## src/rtl/cpu_pkg.sv

```systemverilog
// Shared definitions for the core front end: hazard-control encodings and fetch payloads.
package cpu_pkg;

  localparam int unsigned XLEN     = 32;
  localparam int unsigned SF_W     = 2;
  localparam int unsigned BR_W     = 2;

  // Bit positions inside the hazard unit's IF_ID_sf control
  localparam int unsigned SF_STALL = 1;
  localparam int unsigned SF_FLUSH = 0;

  // branch_ctrl encodings; 2'b11 is an alias of a PC-relative branch
  typedef enum logic [BR_W-1:0] {
    BR_NONE    = 2'b00,
    BR_BRANCH  = 2'b01,
    BR_JALR    = 2'b10,
    BR_BRANCH2 = 2'b11
  } br_ctrl_e;

  // Bubble encoding (addi x0,x0,0) and default reset PC
  localparam logic [XLEN-1:0] DEF_NOP_INST = 32'h0000_0013;
  localparam logic [XLEN-1:0] DEF_RESET_PC = 32'h0000_0000;

  // One fetched word together with the PC it came from
  typedef struct packed {
    logic [XLEN-1:0] inst;
    logic [XLEN-1:0] pc;
  } fetch_word_t;

  // JALR targets are halfword-aligned by clearing bit 0
  function automatic logic [XLEN-1:0] jalr_align(input logic [XLEN-1:0] t);
    return t & ~XLEN'(1);
  endfunction

endpackage

```

## src/rtl/fetch_skid_buf.sv

```systemverilog
// Single-entry holding register for the word that arrives from IM during a stall.
module fetch_skid_buf
  import cpu_pkg::*;
(
  input  logic        clk,
  input  logic        rst_n,
  input  logic        clear,
  input  logic        load,
  input  logic        drain,
  input  fetch_word_t load_word,
  output fetch_word_t word,
  output logic        vld
);

  // Clear beats load beats drain; contents only change on load
  always_ff @(posedge clk or negedge rst_n) begin
    if (!rst_n) begin
      word <= '0;
      vld  <= 1'b0;
    end else if (clear) begin
      vld  <= 1'b0;
    end else if (load) begin
      word <= load_word;
      vld  <= 1'b1;
    end else if (drain) begin
      vld  <= 1'b0;
    end
  end

endmodule

```

## src/rtl/if_id_fetch_stage.sv

```systemverilog
// Fetch stage and IF/ID pipeline register: PC sequencing, IM addressing, stall skid, flush bubbles.
module if_id_fetch_stage
  import cpu_pkg::*;
#(
  parameter logic [31:0]  RESET_PC = DEF_RESET_PC,
  parameter int unsigned  IM_AW    = 14,
  parameter logic [31:0]  NOP_INST = DEF_NOP_INST
) (
  input  logic             clk,
  input  logic             rst_n,
  input  logic             pc_stall,
  input  logic [1:0]       IF_ID_sf,
  input  logic [1:0]       branch_ctrl,
  input  logic [31:0]      branch_target,
  input  logic [31:0]      jalr_target,
  input  logic [31:0]      im_dout,
  output logic             im_oe,
  output logic [IM_AW-1:0] im_addr,
  output logic [31:0]      if_id_pc,
  output logic [31:0]      if_id_inst,
  output logic             if_id_valid
);

  logic [31:0] pc;
  logic [31:0] pc_nxt_c;
  logic [31:0] fetch_pc;
  logic        fetch_vld;
  logic        flush_c;
  logic        stall_c;
  logic        skid_load_c;
  logic        skid_drain_c;
  logic        skid_vld;
  fetch_word_t skid_word;
  fetch_word_t fetch_word_c;

  assign flush_c      = (branch_ctrl != BR_NONE) || IF_ID_sf[SF_FLUSH];
  assign stall_c      = IF_ID_sf[SF_STALL];
  assign im_addr      = pc[IM_AW+1:2];
  assign fetch_word_c = '{inst: im_dout, pc: fetch_pc};

  // Skid captures the in-flight word on a stall and is replayed on release
  assign skid_load_c  = !flush_c && stall_c && fetch_vld;
  assign skid_drain_c = !flush_c && !stall_c && skid_vld;

  // Next PC: redirects win, then hold, else sequential with natural 32-bit wrap
  always_comb begin
    pc_nxt_c = pc + 32'd4;
    case (branch_ctrl)
      BR_BRANCH, BR_BRANCH2: pc_nxt_c = branch_target;
      BR_JALR:               pc_nxt_c = jalr_align(jalr_target);
      default: begin
        if (pc_stall) pc_nxt_c = pc;
      end
    endcase
  end

  // PC register
  always_ff @(posedge clk or negedge rst_n) begin
    if (!rst_n) pc <= RESET_PC;
    else        pc <= pc_nxt_c;
  end

  // IM read enable rises on the first edge out of reset and stays high
  always_ff @(posedge clk or negedge rst_n) begin
    if (!rst_n) im_oe <= 1'b0;
    else        im_oe <= 1'b1;
  end

  // Track which PC the IM data belongs to; words fetched under stall/flush are dropped
  always_ff @(posedge clk or negedge rst_n) begin
    if (!rst_n) begin
      fetch_pc  <= '0;
      fetch_vld <= 1'b0;
    end else begin
      fetch_pc  <= pc;
      fetch_vld <= !(flush_c || stall_c);
    end
  end

  fetch_skid_buf u_skid (
    .clk       (clk),
    .rst_n     (rst_n),
    .clear     (flush_c),
    .load      (skid_load_c),
    .drain     (skid_drain_c),
    .load_word (fetch_word_c),
    .word      (skid_word),
    .vld       (skid_vld)
  );

  // IF/ID register: flush bubble, stall hold, then skid word, then fresh IM word
  always_ff @(posedge clk or negedge rst_n) begin
    if (!rst_n) begin
      if_id_inst  <= NOP_INST;
      if_id_pc    <= '0;
      if_id_valid <= 1'b0;
    end else if (flush_c) begin
      if_id_inst  <= NOP_INST;
      if_id_pc    <= fetch_pc;
      if_id_valid <= 1'b0;
    end else if (!stall_c) begin
      if (skid_vld) begin
        if_id_inst  <= skid_word.inst;
        if_id_pc    <= skid_word.pc;
        if_id_valid <= 1'b1;
      end else if (fetch_vld) begin
        if_id_inst  <= im_dout;
        if_id_pc    <= fetch_pc;
        if_id_valid <= 1'b1;
      end else begin
        if_id_inst  <= NOP_INST;
        if_id_pc    <= fetch_pc;
        if_id_valid <= 1'b0;
      end
    end
  end

`ifndef SYNTHESIS
  // Hazard-unit contract: PC hold matches IF/ID stall unless flushing; skid and fetch never collide
  always @(posedge clk) begin
    if (rst_n && !flush_c) assert (pc_stall == stall_c);
    if (rst_n && !flush_c && !stall_c) assert (!(skid_vld && fetch_vld));
  end
`endif

endmodule

```

## config.mk

```make
export PLATFORM = sky130hd
export DESIGN_NAME = if_id_fetch_stage
export DESIGN_NICKNAME = d
export VERILOG_FILES = /design/src/rtl/cpu_pkg.sv /design/src/rtl/fetch_skid_buf.sv /design/src/rtl/if_id_fetch_stage.sv
export SDC_FILE = /design/constraint.sdc
export NUM_CORES = 1
export LEC_CHECK = 0
export CAP_MARGIN = 20
export CELL_PAD_IN_SITES_DETAIL_PLACEMENT = 1
export CELL_PAD_IN_SITES_GLOBAL_PLACEMENT = 1
export CORE_MARGIN = 2
export CORE_UTILIZATION = 30
export DETAILED_ROUTE_END_ITERATION = 8
export PLACE_DENSITY = 0.68
export SLEW_MARGIN = 15
export SYNTH_ARGS = -nofsm -noshare
export SYNTH_HDL_FRONTEND = slang
export SYNTH_SLANG_ARGS = --single-unit
```

## constraint.sdc

```tcl
create_clock -name clk -period 4.9 [get_ports clk]
set_input_delay 0.98 -clock clk [delete_from_list [all_inputs] [get_ports clk]]
set_output_delay 0.98 -clock clk [all_outputs]
set_load 0.02 [all_outputs]
```

==> impl_results.md <==
* NumNets Final at 1021
* M1 WL at 11000 um
* DR vias at approximately 6500
* Clk_lat worst skew at 0.44 ns
* Crit path required time at between 5 and 6 ns
* RSZ-0062 raised after global routing: no
* Vias in the first global route at around 6800
* Grt ovf at 0
* Post-DR wirelength/cell at approximately 18 um
* Final setup TNS at 0 ns
* HP Class: register to register
* NetSw at 0.00110 W
* Die X at between 150 and 200 um
* Num CTS Buffers at 17
* Sequential fraction of the synthesis area at 57.5%
* Reg2reg setup slack at roughly 2.6 ns
* Final Max Tran Viols at 0
* Root buffer cell: clkbuf_16
* Residual DRC at 0
* Final setup violation count at 0
* Fin crit share at ~63%
* DP Wirelength at between 15000 and 20000 um
* # H-tree levels at 4
* Post_cts resized at 0
* CTS tree: built
* Min cycle time layout at 3.08 ns
* Die ar. at 29800 um2
* Fmax at 0.325 GHz
* Core Area at 27900 um2
* Hold Crit Endpoint: fetch_pc[0]
* Commonest non-fill, non-tap cell in the layout: dfrtp_1
* Share of cells above drive strength 1 at a little over an eighth
* Asr flop ratio synth at 100%
* Kind of critical path: input pin to register
* 1st-iter DRT viols at ~370
* Mapped Area at roughly 8500 um2
* Worst slew pin tran at between 0.8 and 0.9 ns
* CP Capture Type: register
* Reg-to-reg endpoint: pc[28]
* WL met3 at between 1000 and 1500 um
* Pwr Total at ~0.0039 W
* First-pass GRT wire length at between 30000 and 40000 um
* Max-capacitance violation count at 0
* Largest net degree at the start of global routing at between 90 and 100
* Switching Share at approximately 29%
* Met2 wire len at about 11000 um
* Fin. Hold Viols at 0
* Yosys cell types at 56
* WP data arrival at around 3.4 ns
* Area grow syn2layout at 32.8%
* Global placer's final weighted congestion at 0.810
* Syn_area_per_cell at roughly 11 um2
* Hold path cells at 0
* Comb pwr share at a little over an eighth
* CTS max path bufs at 2
* Skew final at about 0.012 ns
* Clock Power Share at between 30% and 40%
* Max FO, Critical Path at 37
* Remaining antenna violation count after routing at 0
* Post-Synthesis Cells at 764
* Outcome: finished, final reports clean
* Placed cells at between 1000 and 1500
* Post-synth EDFFs at 0
* Hold wc startpoint: pc[0]
* Leak Pwr at roughly 4.7 nW
* Reg2reg start: pc[2]
* Power Internal at 0.00276 W
* Hold buffer count at CTS at 0
* Most frequent cells in the layout: 193 x dfrtp_1, 180 x clkdlybuf4s50_1, 89 x nand2_1
* Max layer used: met4
* Clock-pin slew on the worst setup and hold paths at approximately 0.080 ns
* Num Clock Sinks at between 150 and 200
* PD cells at ~340 nW/um2
* Post-CTS Setup Inserts at 0
* Yosys warnings at 0
* Non-Filler Instances at between 1000 and 1500
* Inserted Diodes at 0
* Die Ht at between 150 and 200 um
* Gr usage total at between 10% and 20%
* Initial antenna violation count at 0
* Num rows at a little over 60
* Port buffer count at 181
* Starting density of the core at between 30% and 40%
* Vias per inst at between 4 and 5
* Peak VDD IR at 0.235 mV
* Top Ports at approximately 180
* Reg power frac at between 40% and 50%
* Yosys reg bits at 196
* Primary FF master, synth: dfrtp_1
* Syn_nets at between 800 and 900
* Reg2reg path depth at 6
* Max-slew headroom at between 40% and 50%
* Setup crit start kind: input pin
* Final wirelength at around 24000 um
* Pre-antenna DRT Iters at 4
[worst max-delay path by stage]
stage                         from               to  slack (ns)  cells after the start
finish              branch_ctrl[1]  u_skid.word[36]        1.82                      6
detailed placement  branch_ctrl[1]  u_skid.word[49]        1.32                      6
CTS                 branch_ctrl[1]  u_skid.word[49]        1.79                      6
floorplan           branch_ctrl[1]     if_id_pc[23]        2.42                      7
global placement    branch_ctrl[1]  u_skid.word[24]        1.32                      6
global route        branch_ctrl[1]  u_skid.word[37]        1.66                      6
[synth_stat cells (all sizes together), types with 2 or more instances]
| cell | count | area (um2) |
|---|---|---|
| a211oi | 3 | 22.5 |
| a22oi | 48 | 360 |
| clkbuf | 33 | 124 |
| a211o | 2 | 17.5 |
| nand3 | 14 | 70.1 |
| o22ai | 3 | 18.8 |
| mux2 | 65 | 732 |
| nor4 | 3 | 18.8 |
| nand4 | 6 | 58.8 |
| dfstp | 3 | 78.8 |
| a2bb2oi | 4 | 35.0 |
| and4 | 5 | 46.3 |
| nor3 | 6 | 35.0 |
| nor2b | 3 | 18.8 |
| buf | 29 | 185 |
| or2 | 2 | 12.5 |
| nor2 | 25 | 93.8 |
| and3 | 3 | 18.8 |
| a21oi | 42 | 210 |
| nor4b | 2 | 17.5 |
| nand2 | 90 | 338 |
| a22o | 2 | 17.5 |
| or4 | 3 | 26.3 |
| nor3b | 2 | 20.0 |
| inv | 11 | 41.3 |
| nand3b | 2 | 15.0 |
| dfrtp | 193 | 4830 |
| nand2b | 5 | 31.3 |
| xor2 | 3 | 26.3 |
| a31oi | 3 | 18.8 |
| o21ai | 87 | 435 |
| o31ai | 8 | 60.1 |
| o21a | 3 | 22.5 |
| mux2i | 34 | 340 |
| xnor2 | 3 | 26.3 |
| and2 | 4 | 25.0 |
[kinds of logic after synthesis]
kind of cell	share of synthesized area (%)
AOI/OAI and AO/OA	14.9
xor gates and xnor gates	0.616
adders and majority gates	0.147
buffers and inverters	4.10
DFF	57.5
muxes	12.6
other	0.0439
and+or+nand+nor	10.1
[through the flow]
stage | worst slack, ns | hold slack (ns) | util (%) | cell area, um2
after detailed placement | 1.32 | 0.376 | 38.2 | 10700
after global placement | 1.32 | 0.374 | 38.2 | 10700
after CTS | 1.79 | 0.396 | 40.6 | 11300
after floorplan | 2.42 | 0.353 | - | 8540
after global routing | 1.66 | 0.408 | 40.6 | 11300
final | 1.82 | 0.392 | 40.6 | 11300
[layer usage]
layer	GRT usage [%]	vias to the layer above
li1	-	3035
met3	3.76	23
met2	26.4	173
met1	22.1	3235
met5	0	-
met4	4.13	0
[power by group through the flow]
stage	Clock (W)	Sequential, W	Combinational, W
6_report	0.00150	0.00186	0.000504
5_1_grt	0.00161	0.00188	0.000550
2_1_floorplan	0	0.00190	0.000207
3_5_place_dp	0	0.00189	0.000512
3_3_place_gp	0	0.00188	0.000502
4_1_cts	0.00155	0.00186	0.000515
[flip-flops by register name, summed over array words and instances (netlist names)]
name and flops:
fetch_pc 32, if_id_inst 32, if_id_pc 32, im_oe 1
pc 32, fetch_vld 1, u_skid.vld 1, u_skid.word 64
if_id_valid 1
[final cells by class]
class,count,area [um2]
Tap cell,378,473
Sequential cell,196,4910
Timing Repair Buffer,196,1950
Clock buffer,17,425
Clock inverter,15,228
Multi-Input combinational cell,495,3310
Inverter,11,41.3
Fill cell,3074,16600
[critical path, cell delays in order]
cell and delay (ns):
clkdlybuf4s50_1 0.96, or2_1 0.40, nor3b_4 0.11, nand2_4 0.08
buf_4 0.44, mux2_2 0.40
(Power assumes the default switching activity.)
==> variant: new RTL, config.mk and constraints unchanged <==
Set the parameter `IM_AW` to 12 (it was 14).
--- a/src/rtl/if_id_fetch_stage.sv
+++ b/src/rtl/if_id_fetch_stage.sv
@@ -5,3 +5,3 @@
   parameter logic [31:0]  RESET_PC = DEF_RESET_PC,
-  parameter int unsigned  IM_AW    = 14,
+  parameter int unsigned  IM_AW    = 12,
   parameter logic [31:0]  NOP_INST = DEF_NOP_INST
Ports: changed (resized im_addr); port bits go from 183 to 181. The function was not compared with the original's and may differ.
==> variant against the original RTL <==
First-iteration DRC count increased by 4.3%. Clock skew about the same. Synthesized cell count decreased by 0.26%. Synthesized area decreased by 0.18%. Total power decreased by 2.9%. Worst setup slack got worse by 0.15 ns. Wire length decreased by 1.6%. Cell area decreased by 0.71%. Sequential cell count unchanged. Critical endpoint is now u_skid.word[12]$_DFFE_PN0P_. Largest power group unchanged. Highest routed layer unchanged.
==> variant: results (changes against the original RTL) <==
Setup path
  • CP arrival: 3.54 ns (+0.14 ns)
  • Crit path max-delay cell type: or2_1
  • Critical path fanouts, max: 27 (-27%)
  • Reg2Reg Depth: 5 (-1)
  • CP delay by family, top: simple AND/OR/NAND/NOR gates
  • Crit path to: u_skid.word[12]$_DFFE_PN0P_
  • Internal reg-to-reg setup slack: 2.59 ns (+0.04 ns)

Power
  • Lkg Pwr: 4.64 nW (-0.80%)

Routing
  • Met2 wire length: 11000 µm (-3.1%)
  • Detailed router's first-iteration violation count: 388 (+4.3%)
  • Wire length per cell: 17.9 µm (-1.4%)
  • Metal-1 WL: 11200 µm (+2.2%)
  • Vias per cell: 4.94 (about the same)
  • Routed WL: 23400 µm (-1.6%)
  • TritonRoute pass-1 iters: 5 (+1)

Timing
  • Relative slew slack: 0.396 (-0.0686)
  • Worst hold margin: 0.394 ns (+0.00200 ns)
  • Setup Skew: 0.0116 ns (-0.000486 ns)
  • Achievable Freq: 0.310 GHz (-4.5%)

Place
  • Post-Place Setup Slack: 1.19 ns (-0.132 ns)
  • IO Port Bufs: 179 (-1.1%)
  • DP Cell Count: 1273 (-0.24%)
  • Dpl hpwl: 16000 µm (-2.5%)
  • Routability cong.: 0.814 (+0.48%)

Global routing
  • Grt met2 use: 0.258 (-0.00535)
  • First-pass GRT wire length: 37800 µm (-1.9%)
  • Met1 usage: 0.221 (about the same)
  • Met3 usage: 0.0292 (-0.00836)

Synthesis
  • Seq/Total Area, Yosys: 0.576 (+0.00101)
  • Syn nets: 866 (-0.23%)
  • Share of the synthesized area in the top cell type: 0.567 (+0.000997)

Finish
  • Share of post-route cells with drive strength above 1: 0.136 (+0.000438)
  • Final nets: 1018 (-0.29%)
  • Fillers: 3025 (-1.6%)

Run status
  • Status: complete, no violations
==> variant: cell count changes after synthesis, sizes merged <==
cell,delta
buf,-2
==> variant: cell type report <==
cell class                 instances  area share
clock buffer                      18      0.0390
clock inverter                    14      0.0146
inverter                          11     0.00367
multi-input combinational        495       0.293
sequential                       196       0.436
tap                              378      0.0420
timing repair buffer             193       0.172
==> variant: power by group through the flow <==
| stage | Clock [mW] | Sequential (mW) | Combinational (mW) |
|---|---|---|---|
| floorplan | 0 | 1.90 | 0.201 |
| global placement | 0 | 1.88 | 0.493 |
| detailed placement | 0 | 1.89 | 0.504 |
| CTS | 1.44 | 1.86 | 0.506 |
| global route | 1.51 | 1.88 | 0.542 |
| finish | 1.40 | 1.86 | 0.496 |
==> variant: logic make-up after synthesis <==
kind of cell,after synthesis,synth area share
flops,196,0.576
xor+xnor,6,0.00617
mux,99,0.126
fa+ha+maj,1,0.00147
buf+inv,71,0.0393
compound gates,211,0.150
other cells,1,0.000440
simple gates,177,0.101
